==> config.mk <==
export PLATFORM = sky130hd
export DESIGN_NAME = mo_line_buffer
export DESIGN_NICKNAME = d
export VERILOG_FILES = /design/src/rtl/mo_line_buffer.sv
export SDC_FILE = /design/constraint.sdc
export NUM_CORES = 2
export LEC_CHECK = 0
export CORE_MARGIN = 3
export CORE_UTILIZATION = 55
export DETAILED_ROUTE_END_ITERATION = 12
export GPL_ROUTABILITY_DRIVEN = 0
export PLACE_DENSITY = 0.72
export SLEW_MARGIN = 10
export SYNTH_ARGS = -nofsm -noshare
export SYNTH_HDL_FRONTEND = slang
export SYNTH_SLANG_ARGS = --single-unit
==> constraint.sdc <==
create_clock -name clk -period 16.2 [get_ports clk]
set_input_delay 1.62 -clock clk [delete_from_list [all_inputs] [get_ports clk]]
set_output_delay 1.62 -clock clk [all_outputs]
set_load 0.005 [all_outputs]
==> src/rtl/mo_line_buffer.sv <==
// Double-banked motion-object line buffer: write one bank, read-and-erase the other, swap at line start; optional MO_PRIORITY_EN (first-written pixel wins).
// Latency: pix_out is registered, one ce5 tick after the read address; reset sweep takes 2^AW clk with busy high.
// Backpressure: none; the buffer accepts a pixel slot on every ce5 tick and ignores all run inputs while busy.
module mo_line_buffer #(
  parameter int AW = 8,
  parameter int PW = 4
) (
  input  logic          clk,
  input  logic          reset,
  input  logic          ce5,
  input  logic          line_start,
  input  logic [AW-1:0] addr1,
  input  logic [AW-1:0] addr2,
  input  logic          wr_en,
  input  logic [PW-1:0] wr_pix,
  output logic [PW-1:0] pix_out,
  output logic          busy
);

  localparam int DEPTH = 1 << AW;

  typedef enum logic {CLEAR, RUN} state_t;

  state_t        state, state_nxt;
  logic [AW-1:0] sweep_cnt;
  logic          sel;
  logic          wr_do;
  logic [PW-1:0] rd_dat;

  // Bank 0 is only ever addressed by counter 1 and bank 1 by counter 2;
  // sel just decides which of the two is being written and which is read.
  logic [PW-1:0] bank0 [0:DEPTH-1];
  logic [PW-1:0] bank1 [0:DEPTH-1];

`ifdef MO_PRIORITY_EN
  logic [PW-1:0] wr_cur;
  assign wr_cur = sel ? bank1[addr2] : bank0[addr1];
`endif

  assign rd_dat = sel ? bank0[addr1] : bank1[addr2];

  // Qualify a sprite write: transparent pixels never land, and with
  // priority enabled an occupied entry keeps the earlier sprite.
  always_comb begin
    wr_do = ce5 && wr_en && (wr_pix != '0);
`ifdef MO_PRIORITY_EN
    wr_do = wr_do && (wr_cur == '0);
`endif
  end

  // State register.
  always_ff @(posedge clk) begin
    if (reset) state <= CLEAR;
    else       state <= state_nxt;
  end

  // Next state: leave CLEAR once the last entry has been swept.
  always_comb begin
    state_nxt = state;
    busy      = 1'b0;
    case (state)
      CLEAR: begin
        busy = 1'b1;
        if (&sweep_cnt) state_nxt = RUN;
      end
      RUN:     state_nxt = RUN;
      default: state_nxt = CLEAR;
    endcase
  end

  // Sweep counter, bank select and the registered output pixel.
  always_ff @(posedge clk) begin
    if (reset) begin
      sweep_cnt <= '0;
      sel       <= 1'b0;
      pix_out   <= '0;
    end else if (state == CLEAR) begin
      sweep_cnt <= sweep_cnt + 1'b1;
      pix_out   <= '0;
    end else if (ce5) begin
      pix_out <= rd_dat;
      if (line_start) sel <= ~sel;
    end
  end

  // Bank storage: sweep clear, then per-tick write of one bank and
  // read-first erase of the other (they never share a bank, so no collision).
  always_ff @(posedge clk) begin
    if (!reset) begin
      if (state == CLEAR) begin
        bank0[sweep_cnt] <= '0;
        bank1[sweep_cnt] <= '0;
      end else if (ce5) begin
        if (sel) begin
          bank0[addr1] <= '0;
          if (wr_do) bank1[addr2] <= wr_pix;
        end else begin
          bank1[addr2] <= '0;
          if (wr_do) bank0[addr1] <= wr_pix;
        end
      end
    end
  end

endmodule

; ---- Word-level counts from Yosys, hierarchy flattened
; Memory sizes are Yosys's and may differ from the RTL's.
; Cells that the tools add are included.
[totals]
register_bits = 14
latchBits = 0
ramBits = 2048
mem_bits_ro = 0
input_bits = 25
out_inout_bits = 5
elab_cells = 54
memories = 2
[memory_table]
columns = memory, words, width, read_ports, rd_clocked_by_memory_dff, wr, line_no
row1 = bank0, 256, 4, 1, 0, 1, 32  ; logic [PW-1:0] bank0 [0:DEPTH-1];
row2 = bank1, 256, 4, 1, 0, 1, 33  ; logic [PW-1:0] bank1 [0:DEPTH-1];
[op_classes]
n_addsub = 1
multipliers = 0
div_mod_pow = 0
magnitude_cmp = 0
n_eq_ne = 0
shifts = 0
mux = 35
n_bitwise = 4
reduce_logical = 8
[ops]
columns = operator, count
row1 = 1-bit two-way mux, 27
row2 = 4-bit two-way mux, 5
row3 = 8-bit two-way mux, 2
row4 = "8-bit by 1-bit adder with 8-bit output, second input constant", 1
row5 = 8-bit AND reduction, 1
row6 = 4-bit OR reduction, 2
row7 = 4-bit nonzero test, 1
row8 = 3-bit AND reduction, 1
row9 = 1-bit logical AND, 2
row10 = 1-bit inverter, 2
row11 = 1-bit OR, 2
row12 = 1-bit one-hot mux with 2 select lines, 1
row13 = 2-bit OR reduction, 1

; ---- Logic depth before layout (Yosys ltp)
[logic_depth]
word_depth = 11
depth_mapped = 13
depth_no_buf = 7

; ---- Least setup slack after synthesis
; No wires, ideal clock.
[synth_path]
path_type = input -> register
startpoint = input wr_pix[1]
endpoint = memory bank0[0][0] (data pin)
setup_time_ns = 0.868
t_arrival_ns = 5.464
t_required_ns = 15.332
path_slack_ns = 9.868
path_stages = 4
n_path_buf = 0
path_cell_list = or4_1 -> nand3_1 -> nor3_1 -> and2_1
[synth_between]
elab_chain_cells = 11
word_cells_on_any_way = 12
[synth_rtl]
columns = element, line_no
row1 = start: declaration, 15  ; input logic [PW-1:0] wr_pix,
row2 = 4-bit nonzero test (*), 45  ; wr_do = ce5 && wr_en && (wr_pix != '0);
row3 = 1-bit logical AND (*), 45
row4 = 1-bit two-way mux (*), 99  ; if (wr_do) bank0[addr1] <= wr_pix;
row5 = 1-bit two-way mux (*), 94  ; if (sel) begin
row6 = 1-bit two-way mux (*), 93  ; end else if (ce5) begin
row7 = 1-bit two-way mux (*), 90  ; if (state == CLEAR) begin
row8 = 1-bit two-way mux (*), 89  ; if (!reset) begin
row9 = 1-bit two-way mux (implied by the code) (*), 99
row10 = 1-bit OR (no line), -
row11 = 4-bit OR reduction (no line), -
row12 = 4-bit two-way mux (no line) (*), -
row13 = end: declaration, 32
; Every way passes the cells marked *; elsewhere a longest branch is shown, timed or not.

; ---- Final worst setup path
[layout_path]
startpoint = input reset
endpoint = memory bank0[64][3] (data pin)
[layout_between]
elab_chain_cells = 5
word_cells_on_any_way = 8
[layout_rtl]
columns = element, line_no
row1 = start: declaration, 9  ; input logic reset,
row2 = 1-bit two-way mux, 89
row3 = 1-bit two-way mux (on tied branches), "95, 99"
row4 = 1-bit OR (no line), -
row5 = 4-bit OR reduction (no line), -
row6 = 4-bit two-way mux (no line) (*), -
; Marked as above.

==> results.md <==
* CTS tree: built
* Max cap viols at 0
* Global-route wire length before repair at 296,000 µm
* Multi-input gate area at 18,900 µm²
* H-tree levels at 4
* Total GRT Usage at 26.6%
* Total power at 10.6 mW
* Synth Instances at 4,316
* Post-synth ARST share at 0%
* Register share of total power at 54.8%
* DR pass1 iterations at 6
* Row count at 141
* Fill cells at 10,300
* Power per Cell Area at 117 nW/µm²
* Skew final at 0.0326 ns
* Post-synth EDFFs at 2,048
* Starting Density at 55.5%
* Clock sink total at 2,062
* Maximum clock rate at 172 MHz
* Logic pwr share at 3.3%
* Primary FF master, synth: edfxtp_1
* IO Count at 30
* Max FO, Critical Path at 99
* CP dominant cell by count: buf_4
* Slew headroom at 20.7%
* Final Cycle Share at 35.9%
* Setup slack, reg-to-reg at 11.47 ns
* Placed cell areas at 84,100 µm²
* Fin Setup TNS at 0 ns
* DRC viols at 0
* Measured slew at the worst slew-check pin at 1.18 ns
* Largest delay contributor family on the critical path: buffers and inverters
* DIE WIDTH at 392 µm
* Synth Cell Area at 82,100 µm²
* Avg Cell Area, Syn at 19.0 µm²
* Core area at 148,000 µm²
* Vias in the first global route at 43,100
* Sw frac at 20.7%
* Unrepaired setup endpoints after global routing: false
* CTS Hold Bufs at 0
* YS warnings at 0
* Most frequent cells in the layout: edfxtp_1, nor2_1, mux4_2
* Layout cells sized above 1 at 19.0%
* CP startpoint kind: input pin
* Sequential element share of the synthesized area at 75.2%
* Crit. Startpoint: reset
* Largest net degree at the start of global routing at 107
* Final min period at 5.81 ns
* Post-route cell area at 90,300 µm²
* Synth cell types at 67
* Vias per inst at 6.65
* Clock buffer depth at 3
* Most used routing layer: met2
* Port buffer count at 29
* Final Hold Fails at 0
* Resized Gates After CTS at 0
* Setup Viol. Count Final at 0
* Fin. max-slew vios at 0
* Most common cell after layout, fill and taps aside: edfxtp_1
* Buf+Inv Stages, Crit Path at 3
* Clk_lat worst skew at 0.82 ns
* NumNets Final at 4,393
* Pint at 8.37 mW
* CP max stage delay at 0.92 ns
* Residual overflow from global routing at 0
* Worst path slowest cell: buf_4
* Routed Antenna Nets at 0
* Net Sw Power at 2.19 mW
* CP Cell Sequence: clkdlybuf4s50_1 > nand3b_1 > nor3_1 > and2_4 > buf_4 > buf_4
* Number of synthesized register bits at 2,062
* Worst hold path type: flip-flop to flip-flop
* Arr. time, crit path at 6.28 ns
* Met1 GRT Util at 37.2%
* Post-CTS setup buffers at 0
* Register area at 61,800 µm²
* Crit path required time at 16.67 ns
* Die area at 154,000 µm²
* HP Start: sweep_cnt[7]$_SDFFE_PP0N_
* Setup crit end kind: flip-flop
* Root buf cell: clkbuf_16
* GR Util met2 at 41.6%
* Clock slew at reported path FFs at 0.06 ns
* Detailed Route Iter0 Violations at 5,678
* Num CTS Buffers at 197
* WL per Instance at 31.3 µm
* Clock power share at 41.9%
* IR drop worst, VDD at 0.0998 mV
* DP HPWL at 121,000 µm
* Initial antenna violation count at 5
* Synthesized netlist net count at 4,342
* Pleak at 29.0 nW
* Via count at 43,000
* Status: finished clean
* R2r startpoint: state$_SDFF_PP0_
* Final wirelength at 202,000 µm
* Die Ht at 392 µm
* Met3 Usage GRT at 5.93%
* P&R area growth vs syn at 9.93%
* Hold Slack at 0.577 ns
* CP Class: input pin to flip-flop
power groups by stage:
stage / Sequential [mW] / Combinational [mW] / Clock [mW]
floorplan: 5.89 / 0.235 / 0
global placement: 5.89 / 0.343 / 0
detailed placement: 5.89 / 0.345 / 0
CTS: 5.78 / 0.346 / 4.45
global route: 5.78 / 0.362 / 4.67
finish: 5.78 / 0.350 / 4.42
tightest hold or removal path, stage by stage, from the launching register on:
cell	delay (ns)
dfxtp_1	0.36
nand4_1	0.10
a21oi_1	0.06
metrics by stage:
step	instances	setup slack [ns]	utilization, %
6_report	6457	10.39	61.0
2_1_floorplan	4316	9.87	-
4_1_cts	6454	10.54	61.0
5_1_grt	6455	10.20	61.0
3_5_place_dp	6098	9.69	56.8
3_3_place_gp	6098	9.81	56.8
flip-flops by register name, indices dropped and copies added, names as in the netlist:
| name | flops |
|---|---|
| state | 1 |
| sweep_cnt | 8 |
| pix_out | 4 |
| bank0 | 1024 |
| sel | 1 |
| bank1 | 1024 |
layer usage:
layer,share of wire [%],routed length [µm]
met1,37,75100
met4,3.8,7740
met2,48,96800
met5,0.083,168
met3,11,21900
cell families (layout without fill, tap and decap cells):
group,after synthesis,count (layout),synth area share (%)
other,0,3,0
adders and majority gates,1,1,0.0152
xor gates and xnor gates,8,8,0.0853
DFF,2062,2062,75.2
and+or+nand+nor,958,958,5.05
muxes,630,630,14.5
AOI/OAI and AO/OA,389,389,3.32
buffers and inverters,268,476,1.78
cell usage after synthesis, drive strengths merged (18+ instances only):
cell    instances  area share, %
edfxtp       2048             75
nor2          576            2.6
mux4          443             12
mux2i         175            2.1
clkbuf        140           0.64
nand2         140           0.64
buf           121            1.1
o22ai          77           0.59
o221ai         58           0.63
a21oi          56           0.35
a22oi          54           0.49
o21ai          43           0.26
nand3          41           0.25
nor3           35           0.21
nand2b         33           0.25
a211oi         22           0.20
and2           20           0.15
nor2b          20           0.15
nand4          19           0.14
or3            18           0.14
final cells by class:
cell class              count  share of cell area (%)
diodes                      3                 0.00832
clock buffers             248                    5.67
clock inverters           108                    1.12
inverters                   7                  0.0291
multi-input cells        1986                    21.0
flip-flops and latches   2062                    68.4
well taps                1930                    2.68
repair buffers            113                    1.05
final timing paths:
| kind | end | cells past startpoint |
|---|---|---|
| setup / recovery | bank0[64][3]$_DFFE_PP_ | 6 |
| hold / removal | state$_SDFF_PP0_ | 2 |
| setup reg to reg | bank0[64][3]$_DFFE_PP_ | 5 |
| hold reg to reg | state$_SDFF_PP0_ | 2 |
(Power assumes the default switching activity.)
